## src/rtl/apb_ctrl_pkg.sv

```systemverilog
// Shared types and helpers for the round-robin APB requester controller.
package apb_ctrl_pkg;

  localparam int unsigned ADDR_W_DEF = 32;
  localparam int unsigned DATA_W_DEF = 32;

  typedef enum logic [1:0] {
    IDLE,
    SETUP,
    ACCESS,
    CAPTURE
  } state_e;

  typedef struct packed {
    logic                  write;
    logic [ADDR_W_DEF-1:0] addr;
    logic [DATA_W_DEF-1:0] wdata;
  } req_t;

  // Round-robin successor of a requester index.
  function automatic int unsigned rr_next(input int unsigned idx, input int unsigned n);
    return (idx + 32'd1 >= n) ? 32'd0 : idx + 32'd1;
  endfunction

endpackage

```

## src/rtl/rr_arbiter.sv

```systemverilog
// Combinational round-robin picker: first set request at or after ptr, wrapping.
module rr_arbiter #(
  parameter int unsigned N     = 2,
  parameter int unsigned IDX_W = (N > 1) ? $clog2(N) : 1
) (
  input  logic [N-1:0]     req,
  input  logic [IDX_W-1:0] ptr,
  output logic [N-1:0]     grant,
  output logic [IDX_W-1:0] idx
);

  int unsigned     pos;
  logic [IDX_W-1:0] pos_idx;
  logic            found;

  always_comb begin
    grant   = '0;
    idx     = '0;
    found   = 1'b0;
    pos     = 32'd0;
    pos_idx = '0;
    for (int unsigned i = 0; i < N; i++) begin
      pos     = (32'(ptr) + i) % N;
      pos_idx = IDX_W'(pos);
      if (!found && req[pos_idx]) begin
        found          = 1'b1;
        grant[pos_idx] = 1'b1;
        idx            = pos_idx;
      end
    end
  end

endmodule

```

## src/rtl/apb_rr_master.sv

```systemverilog
// APB requester-side controller: round-robin arbitration of NUM_REQ agents onto one APB bus,
// SETUP/ACCESS sequencing, optional read-data capture cycle and ACCESS timeout.
module apb_rr_master
  import apb_ctrl_pkg::*;
#(
  parameter int unsigned NUM_REQ        = 2,
  parameter int unsigned ADDR_W         = ADDR_W_DEF,
  parameter int unsigned DATA_W         = DATA_W_DEF,
  parameter int unsigned RDATA_LAT      = 1,
  parameter int unsigned TIMEOUT_CYCLES = 16
) (
  input  logic                           pclk,
  input  logic                           preset,
  input  logic [NUM_REQ-1:0]             req,
  input  logic [NUM_REQ-1:0]             req_write,
  input  logic [NUM_REQ-1:0][ADDR_W-1:0] req_addr,
  input  logic [NUM_REQ-1:0][DATA_W-1:0] req_wdata,
  output logic [NUM_REQ-1:0]             req_done,
  output logic [DATA_W-1:0]              rsp_rdata,
  output logic                           rsp_err,
  output logic                           psel,
  output logic                           penable,
  output logic                           pwrite,
  output logic [ADDR_W-1:0]              paddr,
  output logic [DATA_W-1:0]              pwdata,
  input  logic [DATA_W-1:0]              prdata,
  input  logic                           pready,
  input  logic                           pslverr
);

  localparam int unsigned IDX_W = (NUM_REQ > 1) ? $clog2(NUM_REQ) : 1;
  localparam int unsigned CNT_W = (TIMEOUT_CYCLES > 0) ? $clog2(TIMEOUT_CYCLES + 1) : 1;

  state_e             state;
  logic [IDX_W-1:0]   ptr;
  logic [IDX_W-1:0]   idx_q;
  logic [IDX_W-1:0]   ptr_nxt;
  logic [NUM_REQ-1:0] owner_q;
  logic [CNT_W-1:0]   wait_cnt;
  logic               err_q;
  logic [NUM_REQ-1:0] arb_req;
  logic [NUM_REQ-1:0] arb_grant;
  logic [IDX_W-1:0]   arb_idx;
  logic               timeout_hit;

  // The requester being completed still holds req this cycle; keep it out of the next pick.
  assign arb_req     = req & ~req_done;
  assign ptr_nxt     = IDX_W'(rr_next(32'(idx_q), NUM_REQ));
  assign timeout_hit = (TIMEOUT_CYCLES != 0) && ((32'(wait_cnt) + 32'd1) == TIMEOUT_CYCLES);

  rr_arbiter #(
    .N    (NUM_REQ),
    .IDX_W(IDX_W)
  ) u_arb (
    .req  (arb_req),
    .ptr  (ptr),
    .grant(arb_grant),
    .idx  (arb_idx)
  );

  always_ff @(posedge pclk or posedge preset) begin
    if (preset) begin
      state     <= IDLE;
      ptr       <= '0;
      idx_q     <= '0;
      owner_q   <= '0;
      wait_cnt  <= '0;
      err_q     <= 1'b0;
      psel      <= 1'b0;
      penable   <= 1'b0;
      pwrite    <= 1'b0;
      paddr     <= '0;
      pwdata    <= '0;
      req_done  <= '0;
      rsp_rdata <= '0;
      rsp_err   <= 1'b0;
    end else begin
      req_done  <= '0;
      rsp_rdata <= '0;
      rsp_err   <= 1'b0;
      case (state)
        IDLE: begin
          if (|arb_grant) begin
            idx_q   <= arb_idx;
            owner_q <= arb_grant;
            pwrite  <= req_write[arb_idx];
            paddr   <= req_addr[arb_idx];
            pwdata  <= req_write[arb_idx] ? req_wdata[arb_idx] : '0;
            psel    <= 1'b1;
            state   <= SETUP;
          end
        end
        SETUP: begin
          penable  <= 1'b1;
          wait_cnt <= '0;
          state    <= ACCESS;
        end
        ACCESS: begin
          if (pready) begin
            psel     <= 1'b0;
            penable  <= 1'b0;
            wait_cnt <= '0;
            if (!pwrite && (RDATA_LAT != 0)) begin
              err_q <= pslverr;
              state <= CAPTURE;
            end else begin
              req_done  <= owner_q;
              rsp_err   <= pslverr;
              rsp_rdata <= (pwrite || pslverr) ? '0 : prdata;
              ptr       <= ptr_nxt;
              state     <= IDLE;
            end
          end else if (timeout_hit) begin
            psel     <= 1'b0;
            penable  <= 1'b0;
            wait_cnt <= '0;
            req_done <= owner_q;
            rsp_err  <= 1'b1;
            ptr      <= ptr_nxt;
            state    <= IDLE;
          end else if (wait_cnt != '1) begin
            wait_cnt <= wait_cnt + CNT_W'(1);
          end
        end
        CAPTURE: begin
          // Registered slave: prdata is valid one cycle after the pready edge.
          req_done  <= owner_q;
          rsp_err   <= err_q;
          rsp_rdata <= err_q ? '0 : prdata;
          ptr       <= ptr_nxt;
          state     <= IDLE;
        end
        default: state <= IDLE;
      endcase
    end
  end

endmodule

```

## config.mk

```make
export PLATFORM = sky130hd
export DESIGN_NAME = apb_rr_master
export DESIGN_NICKNAME = d
export VERILOG_FILES = /design/src/rtl/apb_ctrl_pkg.sv /design/src/rtl/rr_arbiter.sv /design/src/rtl/apb_rr_master.sv
export SDC_FILE = /design/constraint.sdc
export NUM_CORES = 1
export LEC_CHECK = 0
export ABC_AREA = 1
export CORE_MARGIN = 2
export CORE_UTILIZATION = 41
export CTS_BUF_LIST = sky130_fd_sc_hd__clkbuf_8
export CTS_CLUSTER_SIZE = 12
export DETAILED_ROUTE_END_ITERATION = 12
export HOLD_SLACK_MARGIN = 0.12
export PLACE_DENSITY = 0.81
export SYNTH_ARGS = -nofsm -noshare
export SYNTH_HDL_FRONTEND = slang
export SYNTH_SLANG_ARGS = --single-unit
```

## constraint.sdc

```tcl
create_clock -name pclk -period 4.8 [get_ports pclk]
set_input_delay 1.44 -clock pclk [delete_from_list [all_inputs] [get_ports pclk]]
set_output_delay 1.44 -clock pclk [all_outputs]
set_load 0.03 [all_outputs]
```

# Word level (Yosys, flattened, before mapping)
# Cells that the tools add are included.
[op_classes] addsub=4 order_cmp=6 eq_ne=9 muxes=52 bitwise=4 n_reduce_logical=17
[op_table] cell="$mux 32" count=9
[op_table] cell="$pmux 32 s2" count=1
[op_table] cell="$mux 1" count=21
[op_table] cell="$mux 2" count=9
[op_table] cell="$mux 5" count=3
[op_table] cell="$pmux 5 s2" count=1
[op_table] cell="$reduce_and 3->1" count=3
[op_table] cell="$pmux 1 s2" count=4
[op_table] cell="$pmux 2 s4" count=1
[op_table] cell="$reduce_and 2->1" count=4
[op_table] cell="$add 5x1->6 const B" count=1
[op_table] cell="$eq 6x5->1 const B" count=1
[op_table] cell="$lt 1x2->1 const B" count=3
[op_table] cell="$ne 3x3->1 const B" count=2
[op_table] cell="$reduce_bool 2->1" count=3
[op_table] cell="$add 5x1->5 const B" count=1
[op_table] cell="$ne 5x5->1 const B" count=1
[op_table] cell="$eq 2x2->1 const B" count=2
[op_table] cell="$ne 4x4->1 const B" count=1
[op_table] cell="$pmux 2 s2" count=1
[op_table] cell="$logic_and 1x1->1" count=3
[op_table] cell="$add 1x1->2 const B" count=1
[op_table] cell="$and 2x2->2" count=1
[op_table] cell="$demux 1 s1" count=2
[op_table] cell="other kinds (12)" count=13
[word_totals] regBits=114 out_inout_bits=102 word_cells=106

# Depth between registers and ports, before layout
# Gate-level depths: netlist of run 1.
[depth] depth_word=11 mapped_depth=11 depth_no_buf=11

# Modules after synthesis
# Synthesis of run 1 repeated with hierarchy kept, for this count alone.
[hier_totals] hier_cells=558 area_unflattened_um2=5032.3
[modules_own_cells] mod="apb_rr_master" n_inst=1 cells_each=553 area_per_inst_um2=5003.5 seq_area_each_um2=2852.7
[modules_own_cells] mod="rr_arbiter" n_inst=1 cells_each=5 area_per_inst_um2=28.8 seq_area_each_um2=0.0

# Least setup slack after synthesis of run 1
# OpenSTA, ideal clock, no wires.
[synth_timing] kind="input port to flip-flop" startpoint="in req[1]" endpoint="reg pwdata[0]" arrival_ns=2.250 path_slack_ns=2.433 cell_stages=8 n_path_buf=2 path_cell_list="inv_1 > nor2_4 > o21ai_2 > inv_2 > buf_6 > buf_2 > nand3_1 > nand2_1"
[synth_between] elab_chain_len=10 elab_cells_between_ends=20
[synth_rtl] item="start: declaration" line="apb_rr_master.sv:14" text="input logic [NUM_REQ-1:0] req,"
[synth_rtl] item="$and 2x2->2 *" line="apb_rr_master.sv:47" text="assign arb_req = req & ~req_done;"
[synth_rtl] item="$mux 1 (not written as such) (2 in series)" line="rr_arbiter.sv:25" text="if (!found && req[pos_idx]) begin"
[synth_rtl] item="$mux 1" line="rr_arbiter.sv:25"
[synth_rtl] item="$logic_not 1->1" line="rr_arbiter.sv:25"
[synth_rtl] item="$logic_and 1x1->1" line="rr_arbiter.sv:25"
[synth_rtl] item="$mux 1" line="rr_arbiter.sv:25"
[synth_rtl] item="$mux 32 (not written as such) or $mux 1 (tied branches) (2 in series)" line="apb_rr_master.sv:88" text="pwdata <= req_write[arb_idx] ? req_wdata[arb_idx] : '0;"
[synth_rtl] item="$mux 32" line="apb_rr_master.sv:88"
[synth_rtl] item="end signal: assignment" line="apb_rr_master.sv:88"
[synth_rtl] item="end: declaration" line="apb_rr_master.sv:25" text="output logic [DATA_W-1:0] pwdata,"
# Every way passes the cells marked *; elsewhere a longest branch is shown, timed or not. The select of a mux whose other input is x is not followed.
# A chain may end at the register's enable or synchronous reset.

# Worst setup path after layout of run 1
[layout_timing] startpoint="reg req_done[1]" endpoint="out req_done[1]"
[layout_lines] item="start: declaration" line="apb_rr_master.sv:18" text="output logic [NUM_REQ-1:0] req_done,"
[layout_lines] item="start signal: assignment" line="apb_rr_master.sv:107" text="req_done <= owner_q;"
[layout_lines] item="start signal: assignment" line="apb_rr_master.sv:117" text="req_done <= owner_q;"
[layout_lines] item="start signal: assignment" line="apb_rr_master.sv:127" text="req_done <= owner_q;"
# No word-level cell between the ends.

==> results of run 1 <==
==> metrics by stage <==
step | utilization | setup WS (ps) | power, µW
after floorplan | - | 344 | 2940
after global placement | 0.638 | 1330 | 3880
after detailed placement | 0.638 | 1300 | 3930
after CTS | 0.669 | 1740 | 4820
after global routing | 0.669 | 1620 | 5080
final | 0.669 | 1790 | 4770
==> final cells by class <==
type / count / area share
timing repair buffer: 274 / 0.328
inverter: 53 / 0.0239
tap: 172 / 0.0256
clock inverter: 14 / 0.0167
multi-input combinational: 457 / 0.238
clock buffer: 18 / 0.0295
sequential: 114 / 0.339
==> cells in the mapped netlist <==
| cell | instances |
|---|---|
| nand2_1 | 238 |
| dfrtp_1 | 114 |
| nor2_1 | 69 |
| a21oi_1 | 67 |
| inv_1 | 51 |
| nand3_1 | 49 |
| buf_2 | 16 |
| o21ai_0 | 11 |
| clkbuf_1 | 7 |
| ha_1 | 7 |
| buf_4 | 6 |
| buf_6 | 6 |
| nand2_2 | 4 |
| nand4_1 | 3 |
| inv_2 | 2 |
| nor2_2 | 2 |
| nor2_4 | 2 |
| nand3_2 | 1 |
| nand3b_1 | 1 |
| o21ai_1 | 1 |
| o21ai_2 | 1 |
| or2_2 | 1 |
==> sequential cells by signal, summed over array words and instances, names as in the netlist <==
name and cells:
paddr 32, pwdata 32, rsp_rdata 32, wait_cnt 5, owner_q 2, req_done 2, state 2, err_q 1
idx_q 1, penable 1, psel 1, ptr 1, pwrite 1, rsp_err 1
==> placed cells by master, fill, tap and decap left out, types with 3 or more instances in the layout <==
cell	synthesis	layout
a21oi_1	67	67
buf_4	6	3
clkbuf_8	0	18
clkdlybuf4s50_1	0	269
clkinv_2	0	5
clkinvlp_4	0	5
dfrtp_1	114	114
ha_1	7	7
inv_1	51	50
nand2_1	238	238
nand2_2	4	4
nand3_1	49	49
nand4_1	3	3
nor2_1	69	69
o21ai_0	11	11
==> per-layer routing <==
layer / wire length (µm) / part of all wire / global-route usage / up-vias
li1: - / - / - / 2576
met1: 6420 / 0.39 / 0.274 / 2437
met2: 7970 / 0.48 / 0.396 / 227
met3: 1860 / 0.11 / 0.101 / 22
met4: 258 / 0.016 / 0.0863 / 0
met5: 0 / 0 / 0 / -
==> cells by family after synthesis <==
family | after synthesis | synth area share
compound gates | 80 | 0.0768
simple gates | 370 | 0.285
buf+inv | 88 | 0.0794
flops | 114 | 0.542
fa+ha+maj | 7 | 0.0166
==> worst min-delay path by stage <==
stage / to / slack [ps] / depth (start not counted)
finish: pwdata[21] / 480 / 2
CTS: pwdata[21] / 480 / 2
global route: pwdata[21] / 500 / 2
global placement: pwdata[11] / 460 / 2
floorplan: ptr / 440 / 2
detailed placement: pwdata[22] / 460 / 2
==> power by group through the flow <==
| stage | logic [µW] | clock network [µW] | registers (µW) |
|---|---|---|---|
| 2_1_floorplan | 888 | 0 | 2060 |
| 3_3_place_gp | 2400 | 0 | 1490 |
| 3_5_place_dp | 2440 | 0 | 1490 |
| 4_1_cts | 2450 | 898 | 1480 |
| 5_1_grt | 2620 | 944 | 1520 |
| 6_report | 2420 | 877 | 1480 |
==> summary.md, run 1 <==
| Metric | Value |
|---|---|
| Row Count | `41` |
| Die area | `13800 µm²` |
| Top area cells in the synthesized netlist | `dfrtp_1 (54%), nand2_1 (17%), a21oi_1 (6.4%)` |
| Routed Antenna Nets | `0` |
| Max FO, Critical Path | `2` |
| Worst r2r path cells | `8` |
| CTS tree | `yes` |
| FILL cells | `1034` |
| Synth area leader | `dfrtp_1` |
| Via density | `4.77` |
| Post-CTS setup buffers | `0` |
| R2r endpoint | `psel` |
| Layout overhead on the synthesized area | `59.8%` |
| Register area share after synthesis | `0.542` |
| Multi-input gate area | `2000 µm²` |
| DPL Wire Length | `11.7 mm` |
| Tmin final | `3010 ps` |
| Antenna cells | `0` |
| Hold Slack | `480 ps` |
| GRT Residual Overflow | `0` |
| Switching Fraction | `0.437` |
| Worst r2r src | `state[0]` |
| R2r setup slk | `2700 ps` |
| Placed instance area | `8020 µm²` |
| CP startpoint kind | `register` |
| Unrepaired setup endpoints after global routing | `false` |
| Synth cell types | `22` |
| Skew final | `7.21 ps` |
| Worst-path clk slew | `60 ps` |
| CTS max path bufs | `2` |
| Type of the worst min-delay path | `register to register` |
| Post-Route WL | `16.5 mm` |
| Synth Cell Area | `5260 µm²` |
| Final period utilization | `0.628` |
| HP Start | `pwdata[21]` |
| Initial drt markers | `375` |
| Layout Cell Area excl Fill | `8410 µm²` |
| Crit-path max cell delay | `720 ps` |
| DRC | `0` |
| Core Footprint | `12600 µm²` |
| Mapped Nets | `834` |
| Max-Cap Viols | `0` |
| Post-synthesis register bit count | `114` |
| Fmax | `332 MHz` |
| TNS Setup | `0 ps` |
| Post-CTS Hold Buffers | `0` |
| Final Setup Violations | `0` |
| CP max stage cell | `clkdlybuf4s50_1` |
| Slew @ Worst Pin | `969 ps` |
| Clock power frac | `0.184` |
| Top cell type's share of synthesized area | `0.542` |
| CTS H-tree lvls | `4` |
| Vias post-DR | `5262` |
| WP depth | `1` |
| First-pass detailed-route iteration total | `4` |
| Syn_area_per_cell | `7.99 µm²` |
| CP bufs+invs | `1` |
| Worst setup EP type | `primary output` |
| Placed insts | `1070` |
| Flop pwr share | `0.309` |
| Total clock sinks | `114` |
| Lkg Pwr | `0.00406 µW` |
| Post-CTS resize count | `0` |
| Die width | `117 µm` |
| Setup crit end | `req_done[1]` |
| Total track usage | `0.238` |
| Non-filler instance count after layout | `1102` |
| Pin count of the biggest net entering global routing | `68` |
| IO Port Bufs | `269` |
| Setup CP Type | `register to primary output` |
| Pwr/cell area | `567 nW/µm²` |
| Worst EP required | `3360 ps` |
| CP Cell Sequence | `clkdlybuf4s50_1` |
| Global-route wire length before repair | `24.8 mm` |
| Die H | `117 µm` |
| Num ports | `270` |
| Worst skew pair latency | `440 ps` |
| Final #Nets | `1092` |
| Slew margin rel. | `0.352` |
| Worst setup path start | `req_done[1]` |
| Hold Fails Final Rpt | `0` |
| Starting Density | `0.419` |
| GP Congestion | `0.788` |
| Layout cell share with drive strength beyond 1 | `0.0548` |
| Clock buffer count from CTS | `17` |
| FF+latch area | `2850 µm²` |
| Synthesized instance count | `659` |
| Comb power frac | `0.507` |
| VDD IR max | `282 µV` |
| Pins Over Slew Limit | `0` |
| CP arrival | `1570 ps` |
| Sw Pwr | `2080 µW` |
| Root Buffer | `clkbuf_8` |
| Ys Warns | `0` |
| CP top delay family | `buffers and inverters` |
| Outcome | `complete, no violations` |
| Internal power | `2690 µW` |
| Wire length per cell | `15.0 µm` |
| Vias in the first global route | `4919` |
| Antenna violations before repair | `0` |
Power figures use the tool's default switching activity.
==> inputs of run 2 (changes only) <==
--- a/config.mk
+++ b/config.mk
@@ -7,12 +7,12 @@
 export LEC_CHECK = 0
 export ABC_AREA = 1
 export CORE_MARGIN = 2
-export CORE_UTILIZATION = 41
+export CORE_UTILIZATION = 37
 export CTS_BUF_LIST = sky130_fd_sc_hd__clkbuf_8
 export CTS_CLUSTER_SIZE = 12
 export DETAILED_ROUTE_END_ITERATION = 12
 export HOLD_SLACK_MARGIN = 0.12
-export PLACE_DENSITY = 0.81
+export PLACE_DENSITY = 0.77
 export SYNTH_ARGS = -nofsm -noshare
 export SYNTH_HDL_FRONTEND = slang
 export SYNTH_SLANG_ARGS = --single-unit
==> constraint.sdc (replaced) <==
create_clock -name pclk -period 2.6 [get_ports pclk]
set_input_delay 0.78 -clock pclk [delete_from_list [all_inputs] [get_ports pclk]]
set_output_delay 0.78 -clock pclk [all_outputs]
set_load 0.03 [all_outputs]
==> run 2 against run 1 <==
  * Clock power rose by 100%
  * Register-to-register slack got worse by 2100 ps
  * Die area is 10% higher
  * First-iteration DRC count is 30% lower
  * Clock skew up 4.0 ps
  * Critical path depth is the same
  * Critical endpoint is now pwdata[31]
==> summary.md, run 2 (synthesis gave the netlist of run 1 again) <==
| Metric | Value |
|---|---|
| Regs by FF count | `paddr: 32 flops, pwdata: 32 flops, rsp_rdata: 32 flops` |
| GRT Residual Overflow | `0 (unchanged)` |
| Num ports | `270 (unchanged)` |
| R2r endpoint | `wait_cnt[4]` |
| Vias post-DR | `5298 (+0.68%)` |
| TNS Setup | `0 ps (unchanged)` |
| Internal power | `5230 µW (+95%)` |
| Antenna violations before repair | `0 (unchanged)` |
| DPL Wire Length | `11.8 mm (+0.87%)` |
| Worst-path clk slew | `70 ps (about the same)` |
| Switching Fraction | `0.422 (-0.0145)` |
| Final period utilization | `0.895` |
| HP Start | `ptr` |
| Worst skew pair latency | `420 ps (-20 ps)` |
| Die width | `123 µm (+5.1%)` |
| Flop pwr share | `0.302 (-0.007)` |
| CP arrival | `1550 ps (-20 ps)` |
| Routed Antenna Nets | `0 (unchanged)` |
| FILL cells | `1245 (+20%)` |
| Layout cell share with drive strength beyond 1 | `0.0618 (+0.00699)` |
| Outcome | `complete, no violations` |
| Clock power frac | `0.194 (+0.010)` |
| Skew final | `11.2 ps (+3.96 ps)` |
| Post-CTS resize count | `0 (unchanged)` |
| Global-route wire length before repair | `25.9 mm (+4.3%)` |
| Total clock sinks | `114 (unchanged)` |
| GP Congestion | `0.785 (-0.41%)` |
| CP top delay family | `buffers and inverters` |
| Unrepaired setup endpoints after global routing | `false` |
| Max-Cap Viols | `0 (unchanged)` |
| Type of the worst min-delay path | `register to register` |
| Crit-path max cell delay | `710 ps (about the same)` |
| Hold path cells | `2 (unchanged)` |
| Worst EP required | `1820 ps (-1540 ps)` |
| Initial drt markers | `261 (-30%)` |
| Final Setup Violations | `0 (unchanged)` |
| Most frequent cells in the layout | `clkdlybuf4s50_1 (269), nand2_1 (238), dfrtp_1 (114)` |
| Die area | `15200 µm² (+10%)` |
| Hold Fails Final Rpt | `0 (unchanged)` |
| Max FO, Critical Path | `2 (unchanged)` |
| CP bufs+invs | `1 (unchanged)` |
| Vias in the first global route | `5138 (+4.5%)` |
| Layout Cell Area excl Fill | `8570 µm² (+1.9%)` |
| Hold Path Sink | `ptr` |
| Pin count of the biggest net entering global routing | `115 (+69%)` |
| Post-CTS setup buffers | `0 (unchanged)` |
| CTS max path bufs | `2 (unchanged)` |
| Core Footprint | `13900 µm² (+10%)` |
| Clock buffer count from CTS | `17 (unchanged)` |
| Total track usage | `0.220 (-0.0178)` |
| Sw Pwr | `3820 µW (+83%)` |
| DRC | `0 (unchanged)` |
| Post-Route WL | `16.6 mm (+0.36%)` |
| Lkg Pwr | `0.00415 µW (+2.1%)` |
| Slew margin rel. | `0.581 (+0.228)` |
| Placed instance area | `8150 µm² (+1.5%)` |
| Fmax | `430 MHz` |
| Row Count | `43 (+4.9%)` |
| Slew @ Worst Pin | `629 ps (-340 ps)` |
| Die H | `123 µm (+5.1%)` |
| Most common library cell in the layout ignoring fill and taps | `clkdlybuf4s50_1` |
| IO Port Bufs | `269 (unchanged)` |
| CTS tree | `yes` |
| Worst r2r path cells | `11 (+3)` |
| CP Cell Sequence | `clkdlybuf4s50_1` |
| Via density | `4.74 (-0.76%)` |
| Fin worst setup slack | `272 ps (-1510 ps)` |
| Pwr/cell area | `1060 nW/µm² (+86%)` |
| Wire length per cell | `14.8 µm (-1.1%)` |
| Tmin final | `2330 ps` |
| R2r setup slk | `560 ps (-2140 ps)` |
| First-pass detailed-route iteration total | `5 (+1)` |
| CP startpoint kind | `register` |
| VDD IR max | `551 µV (+95%)` |
| CTS H-tree lvls | `4 (unchanged)` |
| Pins Over Slew Limit | `0 (unchanged)` |
| Final #Nets | `1100 (+0.73%)` |
| CP max stage cell | `clkdlybuf4s50_1` |
| FF+latch area | `2850 µm² (unchanged)` |
| WP depth | `1 (unchanged)` |
| Setup WS pre-CTS | `202 ps (-1100 ps)` |
| Multi-input gate area | `2000 µm² (unchanged)` |
| Layout overhead on the synthesized area | `62.8%` |
| Comb power frac | `0.504 (-0.003)` |
| Setup CP Type | `register to primary output` |
| Starting Density | `0.379 (-0.0396)` |
| Worst r2r src | `wait_cnt[0]` |
| Post-CTS Hold Buffers | `0 (unchanged)` |
| Root Buffer | `clkbuf_8` |
| Antenna cells | `0 (unchanged)` |
| Worst setup EP type | `primary output` |
-- run 2: changes by cell type in the layout (fill, tap and decap cells not counted), sizes merged --
cell      change
buf           +8
clkbuf        +3
clkinv        -2
clkinvlp      -2
bufinv        +1
-- run 2: through the flow --
stage | hold WS, ps | std cells | utilization | power [µW]
global placement | 458 | 1086 | 0.587 | 7310
detailed placement | 460 | 1086 | 0.587 | 7370
CTS | 476 | 1118 | 0.617 | 9160
floorplan | 442 | 659 | - | 5440
global route | 497 | 1118 | 0.617 | 9670
finish | 472 | 1118 | 0.617 | 9060
-- run 2: power by group through the flow --
stage | registers, µW | clock network, µW | logic (µW)
after detailed placement | 2760 | 0 | 4610
final | 2740 | 1760 | 4560
after global routing | 2810 | 1900 | 4960
after global placement | 2750 | 0 | 4560
after floorplan | 3800 | 0 | 1640
after CTS | 2740 | 1800 | 4630
-- run 2: cell type report --
class                   instances  area share
well taps                     180      0.0263
clock buffers                  21      0.0337
flip-flops and latches        114       0.333
repair buffers                282       0.334
multi-input cells             457       0.233
clock inverters                11      0.0156
inverters                      53      0.0237
-- run 2: layer usage --
metal / track usage / routed length (µm)
met3: 0.0941 / 1830
met5: 0 / 0
met4: 0.0554 / 134
met2: 0.355 / 7910
met1: 0.272 / 6700
-- run 2: worst max path at each step --
| stage | start | slack (ps) | endpoint |
|---|---|---|---|
| finish | pwdata[31] | 270 | pwdata[31] |
| global route | req_done[1] | 180 | req_done[1] |
| CTS | req_done[1] | 210 | req_done[1] |
| detailed placement | req[1] | 200 | paddr[11] |
| global placement | req[1] | 260 | paddr[26] |
| floorplan | preset | 430 | err_q |
==> edit 1 (settings of run 2) <==
Set the package constant `DATA_W_DEF` to 48 (it was 32).
--- a/src/rtl/apb_ctrl_pkg.sv
+++ b/src/rtl/apb_ctrl_pkg.sv
@@ -4,3 +4,3 @@
   localparam int unsigned ADDR_W_DEF = 32;
-  localparam int unsigned DATA_W_DEF = 32;
+  localparam int unsigned DATA_W_DEF = 48;
 
Ports: changed (resized prdata, pwdata, req_wdata and rsp_rdata); port bits go from 270 to 350. The function was not compared with the original's and may differ.
==> edit 1 against run 2 <==
Sequential cell count grew 32. Power rose by 27%. Wire length rose by 35%. Final cell count up 26%. Final area up 27%. Setup slack lost 0.087 ns. Clock power rose by 3%. Utilization grew 0.79 points. Register-to-register slack got worse by 0.12 ns. Synthesized area grew 26%. Critical path type unchanged.
==> edit 1: results (changes against run 2) <==
# fillers: 1489 (was 1245)
clk slew on worst S/H paths: 0.09 ns (was 0.07 ns)
async set-reset flop share out of synthesis: 100% (unchanged)
CTS HTree Levels: 4 (unchanged)
Lkg Pwr: 0.00537 µW (was 0.00415 µW)
Buffers on Ports: 349 (was 269)
largest net degree at the start of global routing: 50 (was 115)
TritonRoute pass-1 iters: 4 (was 5)
synth top area cells: dfrtp_1 55%, nand2_1 18%, nor2_1 4.9% (was dfrtp_1 54%, nand2_1 17%, a21oi_1 6.4%)
top flop regs: pwdata x48, rsp_rdata x48, paddr x32 (was paddr x32, pwdata x32, rsp_rdata x32)
Peak VDD IR: 0.546 mV (was 0.551 mV)
Starting DRT DRC Count: 315 (was 261)
Hold Crit Class: reg -> reg (unchanged)
postcts setup bufs: 0 (unchanged)
vias in the first global route: 6508 (was 5138)
slowest CP cell: clkdlybuf4s50_1 (unchanged)
Synth top area share: 55.3% (was 54.2%)
vias: 6583 (was 5298)
Worst Path Arrival: 1.63 ns (was 1.55 ns)
clock tree buffer depth: 2 (unchanged)
CTS root buf: clkbuf_8 (unchanged)
CP max stage delay: 0.72 ns
GRT Overall Usage: 23.7% (was 22.0%)
dpl ws: 0.155 ns (was 0.202 ns)
status: finished clean (unchanged)
Final HPWL DP: 16700 µm (was 11800 µm)
Synth top cells by count: 318 x nand2_1, 146 x dfrtp_1, 86 x nor2_1 (was 238 x nand2_1, 114 x dfrtp_1, 69 x nor2_1)
Skew-Pair Late Insertion Delay: 0.45 ns (was 0.42 ns)
sequential fraction of the synthesis area: 55.3% (was 54.2%)
placer congestion estimate: 0.852 (was 0.785)
met2 wire length: 10900 µm (was 7910 µm)
Yosys Warn Count: 0 (unchanged)
Least-Margin Pin Slew: 0.635 ns (was 0.629 ns)
delay-heaviest family, CP: buffers and inverters (unchanged)
initial antenna violation count: 0 (unchanged)
Unique masters post-synth: 26 (was 22)
diode count: 0 (unchanged)
CP Max Fanout: 4 (was 2)
syn_nets: 1052 (was 834)
first-pass GRT wire length: 34100 µm (was 25900 µm)
WL met3: 2230 µm (was 1830 µm)
worst clock skew: 0.00910 ns (was 0.0112 ns)
achievable frequency: 0.414 GHz (was 0.430 GHz)
WL final: 22300 µm (was 16600 µm)
Num CTS Buffers: 17 (unchanged)
M1 WL: 8690 µm (was 6700 µm)
fin nets: 1398 (was 1100)
Max Used Layer: met4 (unchanged)
CTS resizes: 0 (unchanged)
layout cells sized above 1: 5.98% (was 6.18%)
==> edit 1: cell types whose count changed in the layout (fill, tap and decap cells not counted), moves of 4 or more <==
cell,delta
clkdlybuf4s50_1,+80
o21ai_0,+35
buf_12,+5
inv_1,+15
nor2_1,+17
a21oi_1,-65
nand3_1,+15
o21ai_1,+25
buf_4,+5
inv_6,+4
dfrtp_1,+32
nand2_1,+79
==> edit 1: worst paths after layout <==
check,start,end,slack [ns],depth (start not counted)
setup / recovery,pwrite,pwrite,0.19,1
hold / removal,pwdata[19],pwdata[19],0.48,2
setup reg to reg,wait_cnt[0],wait_cnt[3],0.44,11
hold reg to reg,pwdata[19],pwdata[19],0.48,2
max in group asynchronous,preset,rsp_rdata[12],1.28,3
min in group asynchronous,preset,rsp_rdata[36],0.78,2
==> edit 1: layout make-up <==
class | count | area, µm² | area share [%]
flip-flops and latches | 146 | 3650 | 33.7
clock inverters | 14 | 151 | 1.40
repair buffers | 372 | 3800 | 35.1
multi-input cells | 567 | 2440 | 22.5
inverters | 71 | 273 | 2.51
clock buffers | 18 | 248 | 2.28
well taps | 225 | 282 | 2.59
==> edit 1: cells by family after synthesis <==
group                      Yosys count  share of synthesized area [%]
AOI/OAI and AO/OA                   74                           5.61
xor gates and xnor gates             1                          0.133
adders and majority gates            7                           1.33
buffers and inverters              116                           7.80
DFF                                146                           55.3
muxes                                1                          0.170
and+or+nand+nor                    484                           29.7
==> edit 1: where the power goes <==
part	switching, µW	total (µW)	internal, µW	leakage [µW]
sequential	494	3600	3110	0.00192
clock	923	1810	888	0.000200
combinational	3710	6110	2400	0.00325
==> edit 1: per-stage QoR <==
stage	instance area, µm²	TNS [ns]	cells
3_3_place_gp	10500	0	1381
3_5_place_dp	10500	0	1381
2_1_floorplan	6610	-1.90	829
4_1_cts	10900	0	1413
5_1_grt	10900	0	1413
6_report	10900	0	1413
==> edit 1: per-layer routing <==
metal,vias up,track usage [%]
met1,3032,27.5
li1,3245,-
met3,37,8.43
met2,269,40.4
met4,0,8.59
met5,-,0
==> edit 2 (config.mk and constraints of run 2) <==
Made on the original files. Make the reset (`preset`) synchronous in one clocked block.
--- a/src/rtl/apb_rr_master.sv
+++ b/src/rtl/apb_rr_master.sv
@@ -60,3 +60,3 @@
 
-  always_ff @(posedge pclk or posedge preset) begin
+  always_ff @(posedge pclk) begin
     if (preset) begin
Formal check against the unedited RTL: differs if preset is asserted again (counterexample within 4 cycles, from zero or initial values and one cycle with preset high); with preset held inactive, the same outputs for 4 cycles.
==> edit 2 against run 2 <==
Wire length down 7.7%. Setup slack better by 0.0054 ns. First-iteration DRC count up 2.7%. Final area down 3.3%. Sequential cell count unchanged. Synthesized area down 3.9%.
Power is not compared: it rests on default switching activity, and its combinational part moved more than twofold at a synthesized area within 25%.
==> edit 2: results (changes against run 2) <==
worst clock skew: 0.00498 ns (was 0.0112 ns)
CTS resizes: 0 (unchanged)
largest net degree at the start of global routing: 71 (was 115)
Final HPWL DP: 11000 µm (was 11800 µm)
Peak VDD IR: 0.318 mV
CTS root buf: clkbuf_8 (unchanged)
diode count: 0 (unchanged)
CP Max Fanout: 3 (was 2)
slowest CP cell: clkdlybuf4s50_1 (unchanged)
Yosys Warn Count: 0 (unchanged)
postcts setup bufs: 0 (unchanged)
Synth top cells by count: 261 x nand2_1, 114 x dfxtp_1, 76 x nand3_1 (was 238 x nand2_1, 114 x dfrtp_1, 69 x nor2_1)
synth top area cells: dfxtp_1 45%, nand2_1 19%, nand3_1 7.5% (was dfrtp_1 54%, nand2_1 17%, a21oi_1 6.4%)
Starting DRT DRC Count: 268 (was 261)
delay-heaviest family, CP: buffers and inverters (unchanged)
Unique masters post-synth: 27 (was 22)
WL final: 15300 µm (was 16600 µm)
Hold Crit Class: reg -> reg (unchanged)
syn_nets: 872 (was 834)
Least-Margin Pin Slew: 0.496 ns (was 0.629 ns)
top flop regs: paddr x32, pwdata x32, rsp_rdata x32 (unchanged)
CP max stage delay: 0.74 ns (was 0.71 ns)
setup TNS: 0 ns (unchanged)
clock tree buffer depth: 2 (unchanged)
initial antenna violation count: 0 (unchanged)
async set-reset flop share out of synthesis: 0% (was 100%)
GR Overflow Total: 0 (unchanged)
first-pass GRT wire length: 24500 µm (was 25900 µm)
dpl ws: 0.203 ns (was 0.202 ns)
GRT Overall Usage: 21.2% (was 22.0%)
via/cell ratio: 4.64 (was 4.74)
Worst Path Arrival: 1.54 ns
Buffers on Ports: 269 (unchanged)
Num CTS Buffers: 17 (unchanged)
clk slew on worst S/H paths: 0.07 ns (about the same)
sequential fraction of the synthesis area: 45.1% (was 54.2%)
Skew-Pair Late Insertion Delay: 0.43 ns
placer congestion estimate: 0.814 (was 0.785)
CTS HTree Levels: 4 (unchanged)
Max Transition Viols Final: 0 (unchanged)
wire per inst: 13.4 µm (was 14.8 µm)
vias in the first global route: 5009 (was 5138)
Max-cap violations: 0 (unchanged)
Lkg Pwr: 0.00349 µW
# fillers: 1242 (was 1245)
area of the multi-input gates: 2320 µm² (was 2000 µm²)
layout cells sized above 1: 7.99% (was 6.18%)
status: finished clean (unchanged)
Cell Area, Placed: 7870 µm² (was 8150 µm²)
Cells after Synth: 697 (was 659)
TritonRoute pass-1 iters: 4 (was 5)
area leader, netlist: dfxtp_1 (was dfrtp_1)
==> edit 2: changes by cell type after synthesis, sizes merged, moves of 9 or more <==
cell and delta:
a21oi -21, clkbuf +9, dfrtp -114, dfxtp +114, nand2 +20, nand3 +27
nor2 -24, o211ai +33, o21ai -9
==> edit 2: where the power goes <==
group,total (µW),leakage (µW),internal [µW],switching (µW)
clock,1720,0.000191,954,769
combinational,1750,0.00237,768,980
sequential,2040,0.000931,1930,109
==> edit 2: cell families after synthesis <==
logic type	after synthesis	synth area share [%]
AOI/OAI and AO/OA	84	12.1
and+or+nand+nor	394	31.9
DFF	114	45.1
buffers and inverters	97	8.94
adders and majority gates	7	1.73
xor gates and xnor gates	1	0.173
==> edit 2: tightest hold or removal path, delay by kind of cell (launching register included) <==
kind	cells	cell delay, ns
AND/OR/NAND/NOR	2	0.09
flip-flops	1	0.31
==> edit 2: worst paths after layout <==
check / start / end / slack (ns) / cells past startpoint
min reg2reg: owner_q[0] / req_done[0] / 0.44 / 2
min: owner_q[0] / req_done[0] / 0.44 / 2
max reg2reg: wait_cnt[0] / psel / 0.64 / 11
max: pwrite / pwrite / 0.28 / 1
==> edit 2: area by class of cell <==
type | count | share of cell area (%)
Timing Repair Buffer | 280 | 34.4
Clock inverter | 15 | 2.22
Inverter | 52 | 2.37
Tap cell | 176 | 2.66
Clock buffer | 17 | 2.82
Multi-Input combinational cell | 486 | 28.0
Sequential cell | 114 | 27.5
==> edit 2: per-layer routing <==
metal / wire length, µm / up-vias / global-route usage (%) / part of all wire (%)
met3: 1160 / 39 / 6.95 / 7.6
li1: - / 2736 / - / -
met1: 6110 / 2317 / 24.2 / 40
met5: 0 / - / 0 / 0
met2: 7480 / 194 / 35.3 / 49
met4: 546 / 0 / 11.0 / 3.6
